### src/rtl/lockout_timer.sv
// Down-counter for the lockout window: load sets LOCK_CYCLES-1, en counts
// down to zero and holds there; done is high at zero.
module lockout_timer #(
  parameter int LOCK_CYCLES = 1000
)(
  input  logic Clk,
  input  logic Rst,
  input  logic load,
  input  logic en,
  output logic done
);

  localparam int TW = (LOCK_CYCLES > 1) ? $clog2(LOCK_CYCLES) : 1;
  localparam logic [TW-1:0] LOAD_VAL = TW'(LOCK_CYCLES - 1);

  logic [TW-1:0] cnt_q;

  always_ff @(posedge Clk or negedge Rst) begin
    if (!Rst)                    cnt_q <= '0;
    else if (load)               cnt_q <= LOAD_VAL;
    else if (en && cnt_q != '0)  cnt_q <= cnt_q - 1'b1;
  end

  assign done = (cnt_q == '0);

endmodule

### config.mk
export PLATFORM = sky130hd
export DESIGN_NAME = lockout_timer
export DESIGN_NICKNAME = d
export VERILOG_FILES = /design/src/rtl/lockout_timer.sv
export SDC_FILE = /design/constraint.sdc
export NUM_CORES = 1
export LEC_CHECK = 0
export CAP_MARGIN = 0
export CORE_AREA = 2 2 39 41
export CTS_CLUSTER_SIZE = 10
export DETAILED_ROUTE_END_ITERATION = 10
export DIE_AREA = 0 0 41 43
export DONT_BUFFER_PORTS = 1
export PLACE_DENSITY = 0.57
export SLEW_MARGIN = 20
export SYNTH_ARGS = -nofsm -noshare
export SYNTH_HDL_FRONTEND = slang
export SYNTH_SLANG_ARGS = --single-unit
### constraint.sdc
create_clock -name Clk -period 5.25 [get_ports Clk]
set_input_delay 0.2625 -clock Clk [delete_from_list [all_inputs] [get_ports Clk]]
set_output_delay 0.2625 -clock Clk [all_outputs]
set_load 0.05 [all_outputs]
==> metrics.txt, run 1 <==
# TYPE chip_impl_metric gauge
chip_impl_metric{name="num_antenna_cells",unit=""} 0
chip_impl_metric{name="report.final.hold_viol_count",unit=""} 0
chip_impl_metric{name="setup-tns-final",unit="ns"} 0
chip_impl_metric{name="worst-slew-pin-transition",unit="ns"} 0.877
chip_impl_metric{name="finalCoreUtilization",unit=""} 0.475
chip_impl_metric{name="power.ir.vdd_worst",unit="V"} 0.000135
chip_impl_metric{name="fillerInstances",unit=""} 130
chip_impl_metric{name="drc_errors",unit=""} 0
chip_impl_metric{name="ff_latch_area",unit="um2"} 250
chip_impl_info{name="largest_registers",value="cnt_q: 10 flops"} 1
chip_impl_metric{name="max_slew_margin",unit=""} 0.413
chip_impl_metric{name="finish.net_count",unit=""} 69
chip_impl_info{name="largest_register",value="cnt_q"} 1
chip_impl_info{name="ctsRootBufferMaster",value="clkbuf_4"} 1
chip_impl_metric{name="fp.coreArea",unit="um2"} 1380
chip_impl_metric{name="overflow",unit=""} 0
chip_impl_metric{name="crit_buf_inv",unit=""} 1
chip_impl_metric{name="yosys.area.top_type_share",unit=""} 0.424
chip_impl_metric{name="final_antenna_violating_net_count",unit=""} 0
chip_impl_info{name="run_status",value="finished clean"} 1
chip_impl_metric{name="start_util",unit=""} 0.427
chip_impl_metric{name="synth-edff-count",unit=""} 0
chip_impl_metric{name="die_area",unit="um2"} 1760
chip_impl_metric{name="power.density_cell_area",unit="nW/um2"} 244
chip_impl_metric{name="detail_route.iter0.violations",unit=""} 12
chip_impl_metric{name="placed_cell_area",unit="um2"} 611
chip_impl_metric{name="cts_resized",unit=""} 0
chip_impl_metric{name="pin_count",unit=""} 5
chip_impl_info{name="setup.worst_path.class",value="reg2out"} 1
chip_impl_info{name="synth_flop_cell",value="dfrtp_1"} 1
chip_impl_metric{name="clock_sink_count",unit=""} 10
chip_impl_info{name="most_frequent_cells_after_synthesis",value="10 x dfrtp_1, 7 x nand2_1, 6 x nor2_1"} 1
chip_impl_metric{name="synth.avg_cell_area",unit="um2"} 10.2
chip_impl_metric{name="syn_nets",unit=""} 63
chip_impl_info{name="critPathSlowestCell",value="nor2_1"} 1
chip_impl_metric{name="std_cell_rows",unit=""} 14
chip_impl_metric{name="maxCapViolations",unit=""} 0
chip_impl_metric{name="seq_area_frac_synth",unit=""} 0.424
chip_impl_info{name="tritoncts",value="done"} 1
chip_impl_metric{name="clockBufferDepth",unit=""} 2
chip_impl_info{name="yosys.area.top_type",value="dfrtp_1"} 1
chip_impl_metric{name="synth_cell_type_count",unit=""} 28
chip_impl_metric{name="final_layout_size_suffix_gt1_frac",unit=""} 0.143
chip_impl_metric{name="cts_inserted_buffers",unit=""} 3
chip_impl_info{name="post-synth-top-count-cell",value="dfrtp_1"} 1
chip_impl_metric{name="min_period",unit="ns"} 2.40
chip_impl_metric{name="synthToLayoutAreaGrowth",unit="%"} 11.2
chip_impl_metric{name="postSynth.asyncResetShare",unit=""} 1.00
chip_impl_metric{name="clock_slew_at_the_register_clock_pins_of_the_worst_setup_and_hold_paths",unit="ns"} 0.08
chip_impl_metric{name="period_share",unit=""} 0.457
chip_impl_metric{name="placement.setup.worst_slack",unit="ns"} 3.14
chip_impl_metric{name="dieWidth",unit="um"} 41
chip_impl_metric{name="antenna_found_initial",unit=""} 0
chip_impl_metric{name="grt.total_usage",unit=""} 0.172
chip_impl_info{name="cp_top_family",value="simple AND/OR/NAND/NOR gates"} 1
chip_impl_info{name="rsz_0062_raised_after_global_routing",value="false"} 1
chip_impl_metric{name="finalWirelength",unit="um"} 1150
chip_impl_metric{name="setup-violations-final",unit=""} 0
chip_impl_info{name="worst_hold_path_type",value="in2reg"} 1
chip_impl_metric{name="num_vias",unit=""} 443
chip_impl_metric{name="synthesis.area",unit="um2"} 591
chip_impl_metric{name="largest_reg_flops",unit=""} 10
chip_impl_metric{name="power.leakage",unit="nW"} 0.237
chip_impl_metric{name="place_hpwl",unit="um"} 824
chip_impl_metric{name="maxSlewViolCount",unit=""} 0
chip_impl_info{name="cp-start-kind",value="flop"} 1
chip_impl_info{name="highest_metal_layer_with_signal_wires",value="met4"} 1
chip_impl_metric{name="first_pass_iters",unit=""} 5
chip_impl_metric{name="multi_input_comb_area",unit="um2"} 329
chip_impl_metric{name="critical_path_arrival",unit="ns"} 2.14
chip_impl_info{name="netlist_top_cells_area",value="dfrtp_1 42%, o41ai_4 4.7%, nand2_1 4.4%, xnor2_1 4.4%, nor2_1 3.8%"} 1
chip_impl_metric{name="clock-skew-final",unit="ns"} 0.00374
chip_impl_metric{name="grt_start_max_net_pins",unit=""} 11
chip_impl_metric{name="max_freq",unit="MHz"} 416
chip_impl_metric{name="critical_path_peak_fanout",unit=""} 5
chip_impl_metric{name="grt_pass1_wl",unit="um"} 1990
chip_impl_metric{name="via_per_inst",unit=""} 5.61
chip_impl_metric{name="grt_pass1_vias",unit=""} 444
chip_impl_metric{name="route.met2.wl",unit="um"} 520
chip_impl_metric{name="synthCells",unit=""} 58
chip_impl_metric{name="yosys_warnings",unit=""} 0
chip_impl_metric{name="wl_per_cell",unit="um"} 14.6
chip_impl_metric{name="final_area",unit="um2"} 657
chip_impl_metric{name="wl_met3",unit="um"} 41
chip_impl_metric{name="port-buffer-count",unit=""} 0
chip_impl_metric{name="wl_met1",unit="um"} 558
chip_impl_metric{name="clk-insertion-delay-late",unit="ns"} 0.27
chip_impl_metric{name="place.gp.congestion",unit=""} 0.738
chip_impl_metric{name="worst_slack",unit="ns"} 2.85
chip_impl_metric{name="crit_path_max_incr_delay",unit="ns"} 0.69
chip_impl_info{name="path_cells",value="inv_1, ha_1, or3b_2, nor2_1"} 1
chip_impl_info{name="endpoint_kind",value="output pin"} 1
chip_impl_metric{name="die_height",unit="um"} 43
chip_impl_metric{name="ctsHtreeMaxLevel",unit=""} 1
chip_impl_metric{name="synth-seq-cells",unit=""} 10
chip_impl_metric{name="crit_required",unit="ns"} 4.99
final cells by class:
| class | count | area share |
|---|---|---|
| Clock buffer | 4 | 0.0552 |
| Inverter | 3 | 0.0171 |
| Multi-Input combinational cell | 45 | 0.501 |
| Sequential cell | 10 | 0.381 |
| Tap cell | 16 | 0.0305 |
| Timing Repair Buffer | 1 | 0.0152 |
cell families after synthesis:
logic type | after synthesis | synth area share
AO/OA/AOI/OAI | 13 | 0.199
XOR/XNOR | 3 | 0.0445
adder cells (fa/ha/maj) | 1 | 0.0212
buffers and inverters | 3 | 0.0191
flip-flops | 10 | 0.424
multiplexers | 2 | 0.0360
AND/OR/NAND/NOR | 26 | 0.256
metal layers:
layer | vias up | global-route usage
li1 | 225 | -
met1 | 205 | 0.260
met2 | 9 | 0.209
met4 | 0 | 0.120
met5 | - | 0
met3 | 4 | 0.0314
metrics by stage:
step	power, mW	hold WS, ns	instances
2_1_floorplan	0.0869	-0.0331	58
3_3_place_gp	0.0880	-0.0329	74
4_1_cts	0.163	0.0481	79
5_1_grt	0.168	0.0383	79
6_report	0.160	0.0532	79
3_5_place_dp	0.0880	-0.0328	74
power breakdown:
part           internal [mW]  leakage (nW)  switching (mW)  total (mW)
Clock                 0.0421        0.0210          0.0298      0.0718
Combinational        0.00414         0.115         0.00479     0.00893
Sequential            0.0785         0.100        0.000873      0.0794
Total                  0.125         0.237          0.0354       0.160
layout by cell type, fill, tap and decap left out, types with 2 or more instances in the layout:
master     n
nor2_1     6
dfrtp_1   10
o31ai_1    2
nand3_1    2
nand2_1    7
nor2b_1    2
a21oi_1    4
clkbuf_4   3
xnor2_1    3
inv_1      3
worst register-to-register path: stages, from the launching register on:
cell and delay (ns):
dfrtp_1 0.38, inv_1 0.08, ha_1 0.22, or3b_2 0.50, o41ai_4 0.27, mux2_1 0.35, nand2_1 0.07
what timing repair did:
action | CTS | global route
endpoints found under the hold margin | 10 | 0
setup buffers | 0 | 0
hold buffers | 1 | 0
worst paths after layout:
path | end | slack (ns) | depth (start not counted) | from
worst max-delay path | done | 2.85 | 4 | cnt_q[0]
worst min-delay path | cnt_q[4] | 0.05 | 1 | load
worst max register to register | cnt_q[1] | 3.32 | 6 | cnt_q[0]
min in group asynchronous | cnt_q[8] | 0.37 | 1 | Rst
max in group asynchronous | cnt_q[3] | 4.57 | 1 | Rst
worst min register to register | cnt_q[2] | 0.56 | 1 | cnt_q[2]
Note: power is estimated with default switching activity, not from simulation.
==> run 2: changes to the inputs <==
Settings changed: PLACE_DENSITY 0.57 to 0.59.
Clock period 5.25 ns to 1.95 ns, I/O delays scaled along.
==> run 2 against run 1 <==
First-iteration DRC count grew 8.3%; largest cell class unchanged; via count grew 14%; power grew 140%.
==> metrics.txt, run 2 (synthesis results as in run 1) <==
# TYPE chip_impl_metric gauge
chip_impl_info{name="run_status",value="finished clean"} 1
chip_impl_metric{name="die_area",unit="um2"} 1760
chip_impl_metric{name="min_period",unit="ns"} 1.85
chip_impl_metric{name="dieWidth",unit="um"} 41
chip_impl_metric{name="port-buffer-count",unit=""} 0
chip_impl_metric{name="maxCapViolations",unit=""} 0
chip_impl_info{name="worst_hold_path_type",value="in2reg"} 1
chip_impl_metric{name="maxSlewViolCount",unit=""} 0
chip_impl_metric{name="max_freq",unit="MHz"} 540
chip_impl_info{name="final_common_cell",value="dfrtp_1"} 1
chip_impl_metric{name="first_pass_iters",unit=""} 4
chip_impl_info{name="rsz_0062_raised_after_global_routing",value="false"} 1
chip_impl_info{name="grt_busiest_layer",value="met2"} 1
chip_impl_info{name="path_cells",value="inv_1, ha_1, or3b_4, o41ai_4, mux2_4, nand2_1"} 1
chip_impl_metric{name="report.final.hold_viol_count",unit=""} 0
chip_impl_metric{name="clk-insertion-delay-late",unit="ns"} 0.26
chip_impl_metric{name="place.gp.congestion",unit=""} 0.780
chip_impl_metric{name="synthToLayoutAreaGrowth",unit="%"} 22.0
chip_impl_metric{name="period_share",unit=""} 0.949
chip_impl_metric{name="setup-violations-final",unit=""} 0
chip_impl_metric{name="setup-tns-final",unit="ns"} 0
chip_impl_metric{name="place_hpwl",unit="um"} 927
chip_impl_metric{name="power_report.internal_total",unit="uW"} 299
chip_impl_metric{name="clock-skew-final",unit="ns"} 0.00196
chip_impl_info{name="largest_registers",value="cnt_q: 10 flops"} 1
chip_impl_metric{name="power.sequential.fraction",unit=""} 0.548
chip_impl_metric{name="max_slew_margin",unit=""} 0.654
chip_impl_metric{name="clock_power_share",unit=""} 0.367
chip_impl_metric{name="clock_slew_at_the_register_clock_pins_of_the_worst_setup_and_hold_paths",unit="ns"} 0.07
chip_impl_metric{name="power.leakage",unit="nW"} 0.272
chip_impl_info{name="cp-start-kind",value="flop"} 1
chip_impl_metric{name="via_per_inst",unit=""} 5.85
chip_impl_metric{name="worst-slew-pin-transition",unit="ns"} 0.507
chip_impl_metric{name="grt_start_max_net_pins",unit=""} 11
chip_impl_metric{name="clockBufferDepth",unit=""} 2
chip_impl_metric{name="crit_required",unit="ns"} 2.15
chip_impl_info{name="critPathSlowestCell",value="or3b_4"} 1
chip_impl_metric{name="detail_route.iter0.violations",unit=""} 13
chip_impl_metric{name="wl_per_cell",unit="um"} 15.1
chip_impl_metric{name="crit_path_max_incr_delay",unit="ns"} 0.40
chip_impl_info{name="ctsRootBufferMaster",value="clkbuf_4"} 1
chip_impl_metric{name="drc_errors",unit=""} 0
chip_impl_metric{name="power_frac_comb",unit=""} 0.085
chip_impl_metric{name="critical_path_arrival",unit="ns"} 2.05
chip_impl_metric{name="power.ir.vdd_worst",unit="V"} 0.000238
chip_impl_metric{name="clock_sink_count",unit=""} 10
chip_impl_metric{name="grt_pass1_vias",unit=""} 525
chip_impl_metric{name="ctsHtreeMaxLevel",unit=""} 1
chip_impl_metric{name="std_cell_rows",unit=""} 14
chip_impl_metric{name="globalRouteMet2Util",unit=""} 0.278
chip_impl_info{name="endpoint_kind",value="flop"} 1
chip_impl_metric{name="grt.total_usage",unit=""} 0.184
chip_impl_info{name="layout.cells.most_common_list",value="10 x dfrtp_1, 7 x nand2_1, 7 x buf_4, 6 x nor2_1, 4 x a21oi_1"} 1
chip_impl_metric{name="overflow",unit=""} 0
chip_impl_metric{name="power_switching",unit="uW"} 91.3
chip_impl_metric{name="grt_pass1_wl",unit="um"} 2170
chip_impl_info{name="largest_register",value="cnt_q"} 1
chip_impl_info{name="setup.worst_path.class",value="reg2reg"} 1
chip_impl_metric{name="final_layout_size_suffix_gt1_frac",unit=""} 0.229
chip_impl_metric{name="critical_path_peak_fanout",unit=""} 2
chip_impl_metric{name="finalPower",unit="uW"} 391
chip_impl_metric{name="antenna_found_initial",unit=""} 0
chip_impl_metric{name="power.density_cell_area",unit="nW/um2"} 542
chip_impl_metric{name="switching_share",unit=""} 0.234
chip_impl_metric{name="pin_count",unit=""} 5
chip_impl_metric{name="final_antenna_violating_net_count",unit=""} 0
chip_impl_metric{name="finalWirelength",unit="um"} 1300
chip_impl_metric{name="fp.coreArea",unit="um2"} 1380
chip_impl_metric{name="cts_inserted_buffers",unit=""} 3
chip_impl_metric{name="num_antenna_cells",unit=""} 0
chip_impl_metric{name="finish.net_count",unit=""} 77
chip_impl_metric{name="die_height",unit="um"} 43
chip_impl_metric{name="start_util",unit=""} 0.427
chip_impl_info{name="tritoncts",value="done"} 1
chip_impl_metric{name="groute.layer.met3.usage",unit=""} 0.0471
chip_impl_metric{name="gr-usage-met1",unit=""} 0.236
chip_impl_metric{name="fillerInstances",unit=""} 126
chip_impl_metric{name="cts_setup_buffers",unit=""} 0
chip_impl_metric{name="largest_reg_flops",unit=""} 10
chip_impl_metric{name="num_vias",unit=""} 503
run 2: repair_timing:
action	CTS	global route
resized for setup	0	3
setup endpoints to repair	0	2
hold endpoints to repair	14	0
hold buffers	2	0
run 2: final cells by class:
cell class / count / area [um2] / share of cell area
inverter: 3 / 11.3 / 0.0156
timing repair buffer: 9 / 72.6 / 0.101
sequential: 10 / 250 / 0.347
multi-input combinational: 45 / 344 / 0.477
clock buffer: 3 / 22.5 / 0.0313
tap: 16 / 20.0 / 0.0278
run 2: stage by stage:
stage          instances   util  area (um2)  setup slack [ns]  hold WS, ns
2_1_floorplan         58      -         591            0.0654       -0.198
3_3_place_gp          81  0.479         663             0.136       -0.198
3_5_place_dp          81  0.479         663            0.0899       -0.198
4_1_cts               86  0.510         706            0.0458      0.00653
5_1_grt               86  0.521         721           0.00506       0.0106
6_report              86  0.521         721            0.0990       0.0111
run 2: critical path: cells and delay by family, from the launching register on:
kind	cells	cell delay (ns)
AND/OR/NAND/NOR	2	0.46
flip-flops	1	0.37
AO/OA/AOI/OAI	1	0.36
multiplexers	1	0.33
adder cells (fa/ha/maj)	1	0.17
buffers and inverters	1	0.09
run 2: power by group through the flow:
stage	clock network (mW)	registers, mW	logic (mW)
after CTS	0.148	0.214	0.0301
after global routing	0.161	0.215	0.0375
final	0.143	0.214	0.0333
after global placement	0	0.218	0.0196
after detailed placement	0	0.218	0.0216
after floorplan	0	0.217	0.0166
run 2: per-layer routing:
layer,wire length (um),vias up
li1,-,244
met1,637,251
met2,626,6
met3,28,2
met4,9,0
met5,0,-
run 2: path summary, 6_finish.rpt:
check	startpoint	endpoint	depth (start not counted)	slack, ns
max in group asynchronous	Rst	cnt_q[0]	1	1.40
worst min-delay path	load	cnt_q[5]	2	0.01
worst min register to register	cnt_q[2]	cnt_q[2]	1	0.61
min in group asynchronous	Rst	cnt_q[6]	1	0.22
worst max register to register	cnt_q[0]	cnt_q[1]	6	0.1
worst max-delay path	cnt_q[0]	cnt_q[1]	6	0.1
==> run 3: changes to the inputs <==
Settings changed: ABC_AREA set to 1, CORE_AREA 2 2 39 41 to not set, CORE_MARGIN set to 2, CORE_UTILIZATION set to 53, DIE_AREA 0 0 41 43 to not set, PLACE_DENSITY 0.59 to 0.69.
==> run 3 against run 2 <==
Register-to-register slack improved by 0.10 ns; combinational power rose to 3.5 times the previous value; synthesized cell count is 66% higher; core utilization increased by 13 points; sequential share of layout area shrank 1.5 points; critical path depth stayed put; final area is 4.5% higher; critical endpoint is now done; via count up 21%; largest cell class unchanged.
==> metrics.txt, run 3 <==
# TYPE chip_impl_metric gauge
chip_impl_metric{name="antenna_found_initial",unit=""} 0
chip_impl_info{name="worst_hold_path_type",value="in2reg"} 1
chip_impl_info{name="holdCritStartpoint",value="en"} 1
chip_impl_metric{name="clock_slew_at_the_register_clock_pins_of_the_worst_setup_and_hold_paths",unit="ns"} 0.07
chip_impl_metric{name="crit_buf_inv",unit=""} 2
chip_impl_info{name="largest_family_of_logic_cells_by_synthesized_area",value="simple AND/OR/NAND/NOR gates"} 1
chip_impl_metric{name="min_period",unit="ns"} 1.83
chip_impl_metric{name="synth-edff-count",unit=""} 0
chip_impl_metric{name="std_cell_rows",unit=""} 12
chip_impl_metric{name="critical_path_arrival",unit="ns"} 1.73
chip_impl_metric{name="power.leakage",unit="nW"} 0.365
chip_impl_metric{name="multi_input_comb_area",unit="um2"} 380
chip_impl_metric{name="critical_path_peak_fanout",unit=""} 5
chip_impl_metric{name="grt_pass1_wl",unit="um"} 2220
chip_impl_metric{name="synthToLayoutAreaGrowth",unit="%"} 9.45
chip_impl_metric{name="crit_required",unit="ns"} 1.85
chip_impl_info{name="r2r_start",value="cnt_q[0]"} 1
chip_impl_metric{name="place_hpwl",unit="um"} 968
chip_impl_info{name="run_status",value="finished clean"} 1
chip_impl_metric{name="synth.avg_cell_area",unit="um2"} 7.17
chip_impl_info{name="largest_register",value="cnt_q"} 1
chip_impl_metric{name="ff_latch_area",unit="um2"} 250
chip_impl_metric{name="reg2reg_setup_slack",unit="ns"} 0.20
chip_impl_info{name="layout.cells.most_common_list",value="26 x nand2_1, 13 x nand3_1, 11 x nor2_1, 10 x dfrtp_1, 8 x inv_1"} 1
chip_impl_metric{name="synthesis.area",unit="um2"} 688
chip_impl_metric{name="clock-skew-final",unit="ns"} 0.00254
chip_impl_metric{name="seq_area_frac_synth",unit=""} 0.364
chip_impl_metric{name="place.gp.congestion",unit=""} 0.816
chip_impl_metric{name="overflow",unit=""} 0
chip_impl_metric{name="grt.total_usage",unit=""} 0.214
chip_impl_info{name="endpoint_kind",value="output pin"} 1
chip_impl_metric{name="die_area",unit="um2"} 1600
chip_impl_metric{name="largest_reg_flops",unit=""} 10
chip_impl_metric{name="via_per_inst",unit=""} 5.36
chip_impl_metric{name="setup-violations-final",unit=""} 0
chip_impl_metric{name="clk-insertion-delay-late",unit="ns"} 0.27
chip_impl_metric{name="final_layout_size_suffix_gt1_frac",unit=""} 0.240
chip_impl_info{name="cp_top_family",value="flip-flops"} 1
chip_impl_metric{name="muxShareOfSynthArea",unit=""} 0
chip_impl_info{name="setup.worst_path.class",value="reg2out"} 1
chip_impl_metric{name="finalPower",unit="uW"} 563
chip_impl_metric{name="grt_pass1_vias",unit=""} 537
chip_impl_metric{name="clockBufferDepth",unit=""} 2
chip_impl_info{name="post-synth-top-count-cell",value="nand2_1"} 1
chip_impl_metric{name="synth-simple-area-share",unit=""} 0.407
chip_impl_metric{name="wl_per_cell",unit="um"} 11.4
chip_impl_metric{name="yosys.area.top_type_share",unit=""} 0.364
chip_impl_metric{name="finish.net_count",unit=""} 106
chip_impl_metric{name="detail_route.iter0.violations",unit=""} 21
chip_impl_metric{name="grt_start_max_net_pins",unit=""} 16
chip_impl_metric{name="fillerInstances",unit=""} 98
chip_impl_metric{name="cts_inserted_buffers",unit=""} 3
chip_impl_metric{name="synthCells",unit=""} 96
chip_impl_metric{name="die_height",unit="um"} 40.0
chip_impl_metric{name="fp.coreArea",unit="um2"} 1160
chip_impl_metric{name="cts_setup_buffers",unit=""} 0
chip_impl_metric{name="synth_compound_area_frac",unit=""} 0.111
chip_impl_metric{name="max_freq",unit="MHz"} 547
chip_impl_metric{name="final_antenna_violating_net_count",unit=""} 0
chip_impl_metric{name="yosys.area_share.adder",unit=""} 0.0182
chip_impl_info{name="largest_registers",value="cnt_q: 10 flops"} 1
chip_impl_info{name="rsz_0062_raised_after_global_routing",value="false"} 1
chip_impl_metric{name="maxCapViolations",unit=""} 0
chip_impl_metric{name="synth-seq-cells",unit=""} 10
chip_impl_info{name="final_common_cell",value="nand2_1"} 1
chip_impl_info{name="ctsRootBufferMaster",value="clkbuf_4"} 1
chip_impl_metric{name="drc_errors",unit=""} 0
chip_impl_metric{name="yosys.area_share.xor_xnor",unit=""} 0.0127
chip_impl_metric{name="syn_nets",unit=""} 101
chip_impl_metric{name="num_vias",unit=""} 611
chip_impl_metric{name="yosys_warnings",unit=""} 0
chip_impl_metric{name="clock_sink_count",unit=""} 10
chip_impl_metric{name="num_antenna_cells",unit=""} 0
chip_impl_metric{name="max_slew_margin",unit=""} 0.691
chip_impl_info{name="synth_flop_cell",value="dfrtp_1"} 1
chip_impl_metric{name="period_share",unit=""} 0.937
chip_impl_metric{name="power.ir.vdd_worst",unit="V"} 0.000443
chip_impl_metric{name="report.final.hold_viol_count",unit=""} 0
chip_impl_info{name="critPathSlowestCell",value="dfrtp_1"} 1
chip_impl_info{name="tritoncts",value="done"} 1
chip_impl_metric{name="crit_path_max_incr_delay",unit="ns"} 0.42
chip_impl_metric{name="port-buffer-count",unit=""} 0
chip_impl_metric{name="ctsHtreeMaxLevel",unit=""} 1
chip_impl_metric{name="synth_cell_type_count",unit=""} 18
chip_impl_info{name="path_cells",value="inv_1, ha_2, nand2_2, nor2_2, nand3_2, clkinvlp_4"} 1
chip_impl_metric{name="setup-tns-final",unit="ns"} 0
chip_impl_info{name="yosys.area.top_type",value="dfrtp_1"} 1
chip_impl_metric{name="worst-slew-pin-transition",unit="ns"} 0.463
chip_impl_metric{name="pin_count",unit=""} 5
chip_impl_metric{name="start_util",unit=""} 0.595
chip_impl_metric{name="maxSlewViolCount",unit=""} 0
chip_impl_metric{name="postSynth.asyncResetShare",unit=""} 1.00
chip_impl_metric{name="first_pass_iters",unit=""} 4
chip_impl_info{name="netlist_top_cells_area",value="dfrtp_1 36%, nand2_1 14%, nand3_1 9.5%, o21ai_2 8.9%, nor2_1 6.0%"} 1
chip_impl_info{name="cp-start-kind",value="flop"} 1
chip_impl_info{name="most_frequent_cells_after_synthesis",value="26 x nand2_1, 13 x nand3_1, 11 x nor2_1"} 1
chip_impl_info{name="worstSetupStartpoint",value="cnt_q[0]"} 1
chip_impl_metric{name="finalWirelength",unit="um"} 1300
chip_impl_metric{name="power.density_cell_area",unit="nW/um2"} 747
chip_impl_metric{name="dieWidth",unit="um"} 40.0
==> run 3: final timing paths <==
check	to	cells past startpoint
setup / recovery	done	6
hold / removal	cnt_q[0]	3
setup reg to reg	cnt_q[7]	9
hold reg to reg	cnt_q[0]	2
max in group asynchronous	cnt_q[8]	1
min in group asynchronous	cnt_q[5]	1
==> run 3: metal layers <==
layer  vias to the layer above  part of all wire  GRT usage
li1                        315                 -          -
met1                       276              0.49      0.274
met4                         0             0.022      0.129
met3                         5             0.047     0.0500
met2                        15              0.44      0.323
met5                         -                 0          0
==> run 3: cells by family after synthesis <==
group	Yosys count
compound gates	10
xor+xnor	1
fa+ha+maj	1
buf+inv	14
flops	10
simple gates	60
==> run 3: area by class of cell <==
class / instances / share of cell area
tap: 14 / 0.0233
sequential: 10 / 0.332
multi-input combinational: 72 / 0.505
timing repair buffer: 2 / 0.0266
clock buffer: 4 / 0.0482
inverter: 12 / 0.0648
==> run 3: worst reg2reg max path, delay by kind of cell, from the launching register on <==
family	cells	cell delay [ns]
compound gates	1	0.05
fa+ha+maj	1	0.24
buf+inv	1	0.16
flops	1	0.42
simple gates	6	0.78
==> run 3: where the power goes <==
part	internal (mW)	switching, mW
sequential	0.228	0.0212
clock	0.114	0.0827
combinational	0.0421	0.0749
==> run 3: stage by stage <==
stage	setup slack, ns	hold slack (ns)	std cells	area, um2	utilization
floorplan	0.390	-0.198	96	688	-
global placement	0.292	-0.198	108	691	0.597
detailed placement	0.250	-0.198	108	691	0.597
CTS	0.0328	0.0151	114	747	0.646
global route	0.0146	0.0260	114	753	0.652
finish	0.123	0.0116	114	753	0.652
==> run 3: repair_timing <==
item                                    CTS  global route
endpoints found under the setup margin    0             1
hold endpoints to repair                 12             0
hold buffers                              2             0
gates resized for setup                   0             2
